$ cat src/rtl/opacc_drain.sv
// opacc_drain: accumulator-store row drain FIFO with tile credit; OPACC_DRAIN_BYPASS_EN adds zero-latency empty bypass
module opacc_drain #(
  parameter int ml = 4,
  parameter int vl = 4,
  parameter int XLEN = 64,
  parameter int nregs = 2,
  parameter int DEPTH = 8,
  localparam int RW = ml > 1 ? $clog2(ml) : 1,
  localparam int TW = nregs > 1 ? $clog2(nregs) : 1,
  localparam int DW = vl * XLEN
) (
  input  logic          clk,
  input  logic          reset,
  input  logic          co_valid,
  input  logic [DW-1:0] co,
  input  logic [TW-1:0] cst_addr,
  output logic          tile_credit,
  output logic          wb_valid,
  input  logic          wb_ready,
  output logic [DW-1:0] wb_data,
  output logic [RW-1:0] wb_row,
  output logic [TW-1:0] wb_reg,
  output logic          wb_last,
  output logic          busy,
  output logic          overflow
);
  localparam int PW = DEPTH > 1 ? $clog2(DEPTH) : 1;
  localparam int CW = $clog2(DEPTH + 1);
  localparam int EW = TW + RW + DW;
  if (DEPTH < ml) begin : g_depth_check
    $error("opacc_drain: DEPTH must be >= ml");
  end
  typedef enum logic {IDLE, CAPT} state_t;
  state_t state, state_d;
  logic [RW-1:0] row, row_d;
  logic [TW-1:0] tag, tag_d, cur_tag;
  logic [PW-1:0] wr, rd;
  logic [CW-1:0] count, count_d;
  logic [EW-1:0] mem [DEPTH];
  logic [EW-1:0] in_e, out_e;
  logic empty, full, byp, pop, push;
  assign cur_tag = state == IDLE ? cst_addr : tag;
  assign in_e = {cur_tag, row, co};
  assign empty = count == '0;
  assign full = count == CW'(DEPTH);
`ifdef OPACC_DRAIN_BYPASS_EN
  assign byp = empty && co_valid;
  assign out_e = byp ? in_e : empty ? '0 : mem[rd];
`else
  assign byp = 1'b0;
  assign out_e = empty ? '0 : mem[rd];
`endif
  assign wb_valid = !empty || byp;
  assign {wb_reg, wb_row, wb_data} = out_e;
  assign wb_last = wb_valid && wb_row == RW'(ml - 1);
  assign busy = !empty || state == CAPT;
  assign pop = !empty && wb_ready;
  assign push = co_valid && !(byp && wb_ready) && (!full || pop);
  assign count_d = count + CW'(push) - CW'(pop);
  always_comb begin
    state_d = state;
    row_d = row;
    tag_d = tag;
    if (co_valid) begin
      state_d = row == RW'(ml - 1) ? IDLE : CAPT;
      row_d = row == RW'(ml - 1) ? '0 : row + RW'(1);
      tag_d = cur_tag;
    end
  end
  always_ff @(posedge clk or negedge reset) begin
    if (!reset) begin
      state <= IDLE;
      row <= '0;
      tag <= '0;
      wr <= '0;
      rd <= '0;
      count <= '0;
      overflow <= 1'b0;
      tile_credit <= 1'b1;
    end else begin
      state <= state_d;
      row <= row_d;
      tag <= tag_d;
      count <= count_d;
      if (push) wr <= wr == PW'(DEPTH - 1) ? '0 : wr + PW'(1);
      if (pop) rd <= rd == PW'(DEPTH - 1) ? '0 : rd + PW'(1);
      if (co_valid && full && !pop) overflow <= 1'b1;
      tile_credit <= CW'(DEPTH) - count_d >= CW'(ml);
    end
  end
  always_ff @(posedge clk) begin
    if (push) mem[wr] <= in_e;
  end
endmodule

$ cat config.mk
export PLATFORM = sky130hd
export DESIGN_NAME = opacc_drain
export DESIGN_NICKNAME = d
export VERILOG_FILES = /design/src/rtl/opacc_drain.sv
export SDC_FILE = /design/constraint.sdc
export NUM_CORES = 2
export LEC_CHECK = 0
export ABC_CLOCK_PERIOD_IN_PS = 75700
export BUFFER_PORTS_ARGS = -buffer_cell sky130_fd_sc_hd__clkbuf_2
export CAP_MARGIN = 0
export CORE_MARGIN = 2
export CORE_UTILIZATION = 60
export DETAILED_ROUTE_END_ITERATION = 16
export PLACE_DENSITY = 0.85
export SKIP_CTS_REPAIR_TIMING = 1
export SYNTH_ARGS = -nofsm -noshare
export SYNTH_HDL_FRONTEND = slang
export SYNTH_SLANG_ARGS = --single-unit
$ cat constraint.sdc
create_clock -name clk -period 75.7 [get_ports clk]
set_clock_uncertainty 0.15 [all_clocks]
set_input_delay 15.14 -clock clk [delete_from_list [all_inputs] [get_ports clk]]
set_output_delay 15.14 -clock clk [all_outputs]
set_load 0.005 [all_outputs]
Yosys cells after proc, flatten, opt, wreduce, memory -nomap -nowiden
Memories as Yosys holds them, arrays and structs flattened.
Index checks and enable logic that the tools add are counted.
Widths: inputs -> output; s select.
{ "totals": {"inputBits": 261, "word_cells": 40, "ram_bits": 2072, "mem_count": 1, "out_inout_bits": 264, "register_bits": 16} }
{ "op_classes": {"reduce_logical": 11, "n_lt_le_gt_ge": 1, "n_mux": 8, "eq_ne": 5, "addsub": 6} }
{ "memory_table": {"columns": ["name", "depth", "width", "read_ports", "rd_ports_with_merged_regs", "wr", "line", "rtl"], "rows": [
  ["mem", 8, 259, 1, 0, 1, "39", "logic [EW-1:0] mem [DEPTH];"]
]} }
{ "op_table": {"columns": ["op", "count"], "rows": [
  ["$mux 259", 1],
  ["$add 3x1->3 const B", 2],
  ["$eq 3x3->1 const B", 2],
  ["$mux 3", 2],
  ["$logic_and 1x1->1", 5],
  ["$add 4x1->4", 1],
  ["$eq 2x2->1 const B", 2],
  ["$eq 4x4->1 const B", 1],
  ["$ge 4x3->1 const B", 1],
  ["$logic_not 4->1", 1],
  ["$mux 1", 4],
  ["$sub 4x1->4", 1],
  ["$sub 4x4->4 const A", 1],
  ["$logic_not 1->1", 3],
  ["$add 2x1->2 const B", 1],
  ["$logic_or 1x1->1", 2],
  ["$mux 2", 1]
]} }

Longest topological paths before layout
{ "depth": {"word_depth": 9, "depth_mapped": 15} }

Worst setup path before layout
Ideal clock, no wire load.
{ "synth_timing": {"path_kind": "input port to flip-flop", "start": "input port wb_ready", "end": "memory mem[0][0] in the netlist's numbering (enable)", "stages": 4, "slack_ns": 34.138, "arrival_ns": 39.902, "t_required_ns": 74.039, "setup_time_ns": 1.511, "path_cell_list": "nand2b_1 a31o_2 buf_2 nor4_1"} }
{ "synth_via": {"elab_chain_cells": 5} }
{ "synth_lines": {"columns": ["item", "line", "rtl"], "rows": [
  ["start: declaration", "19", "input logic wb_ready,"],
  ["$logic_and 1x1->1", "57", "assign pop = !empty && wb_ready;"],
  ["$logic_or 1x1->1", "58", "assign push = co_valid && !(byp && wb_ready) && (!full || pop);"],
  ["$logic_and 1x1->1", "58", null],
  ["$mux 1", "92", "if (push) mem[wr] <= in_e;"],
  ["$mux 1 (not written as such)", "92", null],
  ["end: declaration", "39", null]
]} }
Every way passes these cells.

Worst setup path in the final report
{ "layout_timing": {"start": "register rd[1]", "end": "output port wb_data[201]"} }
{ "layout_via": {"elab_chain_cells": 2} }
{ "layout_lines": {"columns": ["item", "line", "rtl"], "rows": [
  ["start: declaration", "37", "logic [PW-1:0] wr, rd;"],
  ["start signal: assignment", "86", "if (pop) rd <= rd == PW'(DEPTH - 1) ? '0 : rd + PW'(1);"],
  ["$mem_v2 8x259", null, null],
  ["$mux 259", "51", "assign out_e = empty ? '0 : mem[rd];"],
  ["end: declaration", "20", "output logic [DW-1:0] wb_data,"]
]} }
Every way passes these cells.

==> results.md <==
- Leakage power: 30.2 nW
- Critical path peak fanout: 77
- DRC violation count after routing: 0
- Die outline width: about 370 microns
- Initial core utilization: 60.5%
- Buffering stage count on the worst path with inverters included: 5
- Cell area after technology mapping: a little under 80000 sq um
- Area growth from synthesis to layout: 13.2%
- Cell mode on critical path: sky130_fd_sc_hd__buf_4
- Power density of the placed cells: 39.7 nW/um^2
- Post-DR vias/cell: 6.35
- Number of top-level pins: between 500 and 600
- Crit Reg-Reg Endpoint: tile_credit
- Delay of the slowest cell on the worst path: 0.97 ns
- Parity-gate share of the synthesized area counting xor and xnor cells: 0.0220%
- Mean post-synth cell area: 23.6 sq um
- GRT Resource Usage Total: between 20 and 30%
- First element of the critical path: rd[1]
- DIE AREA: 135000 sq um
- Status: complete, no violations
- Max rail drop VDD: 0.0449 mV
- Number of enable-type register cells in the synthesized netlist: 2072
- Final Critical Period: 21.87 ns
- Total of warnings raised by yosys: 0
- Synthesized instance count: 3366
- Pre-antenna DRT Iters: 6
- Aggregate negative setup slack: 0 ns
- Setup repair after global routing missed its margin: false
- Average wire length per cell after detail routing: 30.5 microns
- Global placement routability congestion: 0.763
- Clock transition at the registers of the reported paths: 0.06 ns
- Clock tree from TritonCTS: done
- Worst EP required: a little over 60 ns
- Cell types occupying the most area after synthesis: sky130_fd_sc_hd__edfxtp_1, sky130_fd_sc_hd__mux4_2, sky130_fd_sc_hd__mux2i_1, sky130_fd_sc_hd__nor2_1, sky130_fd_sc_hd__buf_6
- Register bit count reported by yosys: 2088
- Count of input and output buffers: 524
- Worst setup path class: flip-flop to output port
- Depth of the CTS H-tree: 4
- Upper clock frequency limit: around 46 MHz
- Main combinational cell family by area after synthesis: multiplexers
- Synth async-reset ratio: less than 1%
- Kind of start point of the critical path: flip-flop
- # nets final: around 4200
- Max clock buf depth: 3
- Iteration-0 DRC Markers: about 4400
- Top-area cell type share of the netlist area: 78.2%
- Area of the core: ~130000 sq um
- Wire length after detailed routing: 181000 microns
- Worst Hold Class: flip-flop to flip-flop
- Max Cap Violations: 0
- Fraction of the mapped netlist area in compound gates: 0.0614%
- Number of core rows: 133
- Worst-Skew Late Latency: 0.81 ns
- Commonest non-fill, non-tap cell in the layout: sky130_fd_sc_hd__edfxtp_1
- Count of endpoints failing hold in the final timing report: 0
- Library cell occupying the most area in the post-synthesis netlist: sky130_fd_sc_hd__edfxtp_1
- Max-Slew Margin vs Limit: between 7 and 8%
- Global-route wire length before repair: 265000 microns
- Worst reg-to-reg path cell count: 14
- Antenna Nets Post-Route: 0
- Worst path setup slack after routing: 53.83 ns
- Slowest library cell on the worst path: sky130_fd_sc_hd__dfrtp_4
- Most frequently used flop master after synthesis: sky130_fd_sc_hd__edfxtp_1
- Final number of max-transition violations: 0
- Unique masters post-synth: 30
- Kind of cell adding the most delay to the critical path: buffers and inverters
- Final setup viols: 0
- Reg2reg setup slack: roughly 70 ns
- Most frequent cells in the layout: sky130_fd_sc_hd__edfxtp_1, sky130_fd_sc_hd__clkbuf_2, sky130_fd_sc_hd__mux4_2
- Cell-by-cell listing of the critical path: buf_4 > buf_4 > buf_4 > buf_4 > mux4_2 > mux2i_1 > nor2_1 > clkbuf_2
- Crit path arrival time: approximately 6.6 ns
- Number of global-route vias before repair: 39300
- Tightest Pin Transition: 1.38 ns
- Gr ovfl total: 0
- Kind of end point of the critical path: output port
- Initial antenna violation count: 43
- Number of clock sinks: 2088
- Fraction of final layout cells with drive strength greater than 1: 33.9%
- Final period util: 28.9%
- Number of nets produced by synthesis: 3639
- Portion of netlist area occupied by mux cells: between 10% and 20%
- Via count: 37500
- Simple-gate portion of the synthesized area: 1.37%
- Maximum number of pins on one net before global-route repair: 178
- Post-detailed-placement half-perimeter wirelength: 93000 microns
- Die boundary height: between 300 and 400 microns
- Crit path depth: 8
- Total CTS buffers: 195
- Seq/Total Area, Yosys: roughly four fifths
- Worst slack, placed: 54.74 ns
- Final Total Pwr: 3.58 mW
- Clk root buf: sky130_fd_sc_hd__clkbuf_16
- Critical Path End: wb_data[201]
- Post-Synth Adder-Cell Area: less than 1%
- Beginning of the worst register-to-register path: count[1]
## through the flow
step | hold WS [ns] | util (%) | cell area, sq um | instances
after floorplan | 0.310 | - | 79500 | 3366
after detailed placement | 0.312 | 63.7 | 83800 | 5531
after global placement | 0.303 | 63.7 | 83800 | 5531
after global routing | 0.363 | 68.5 | 90100 | 5911
after CTS | 0.317 | 68.5 | 90000 | 5890
final | 0.319 | 68.5 | 90100 | 5917
## cell type report
class	count	area (sq um)
Timing Repair Buffer	585	3160
Multi-Input combinational cell	1092	15700
Clock buffer	237	5080
Fill cell	7479	41400
Tap cell	1755	2200
Sequential cell	2088	62600
Antenna cell	27	67.6
Inverter	11	41.3
Clock inverter	122	1150
## routing by layer
metal  global-route usage (%)  vias to the layer above  wire (microns)
li1                         -                    15400               -
met1                     35.1                    19500           63900
met2                     44.0                     2244           92400
met3                     6.62                      400           17600
met4                     10.6                       40            6610
met5                        0                        -             244
## flip-flops by register name, indices dropped and copies added, names as in the netlist
signal       flops
mem           2072
count            4
rd               3
wr               3
row              2
overflow         1
state            1
tag              1
tile_credit      1
## worst min path at each step
| stage | from | to | slack, ns | cells after the start |
|---|---|---|---|---|
| 6_report | overflow | overflow | 0.32 | 1 |
| 5_1_grt | overflow | overflow | 0.36 | 1 |
| 4_1_cts | overflow | overflow | 0.32 | 1 |
| 3_5_place_dp | overflow | overflow | 0.31 | 1 |
| 3_3_place_gp | overflow | overflow | 0.30 | 1 |
| 2_1_floorplan | overflow | overflow | 0.31 | 1 |
## cell families after synthesis
kind of cell    count (synthesis)
fa+ha+maj                      12
compound gates                  7
simple gates                  283
mux                           788
buf+inv                       186
flops                        2088
xor+xnor                        2
## power by group
| part | leakage [nW] | switching, mW | total (mW) | internal, mW |
|---|---|---|---|---|
| combinational | 8.14 | 0.613 | 1.09 | 0.479 |
| clock | 3.04 | 0.422 | 0.957 | 0.534 |
| sequential | 19.0 | 0.0681 | 1.53 | 1.46 |
| total | 30.2 | 1.10 | 3.58 | 2.47 |
## synthesized netlist by cell type, types with 5 or more instances
cell	count
sky130_fd_sc_hd__mux4_2	518
sky130_fd_sc_hd__mux2i_1	260
sky130_fd_sc_hd__buf_6	56
sky130_fd_sc_hd__edfxtp_1	2072
sky130_fd_sc_hd__ha_1	11
sky130_fd_sc_hd__dfrtp_1	15
sky130_fd_sc_hd__clkbuf_1	38
sky130_fd_sc_hd__inv_1	11
sky130_fd_sc_hd__nor3_1	5
sky130_fd_sc_hd__nor2_1	265
sky130_fd_sc_hd__buf_2	78
sky130_fd_sc_hd__mux2_2	10
Power figures use the tool's default switching activity.
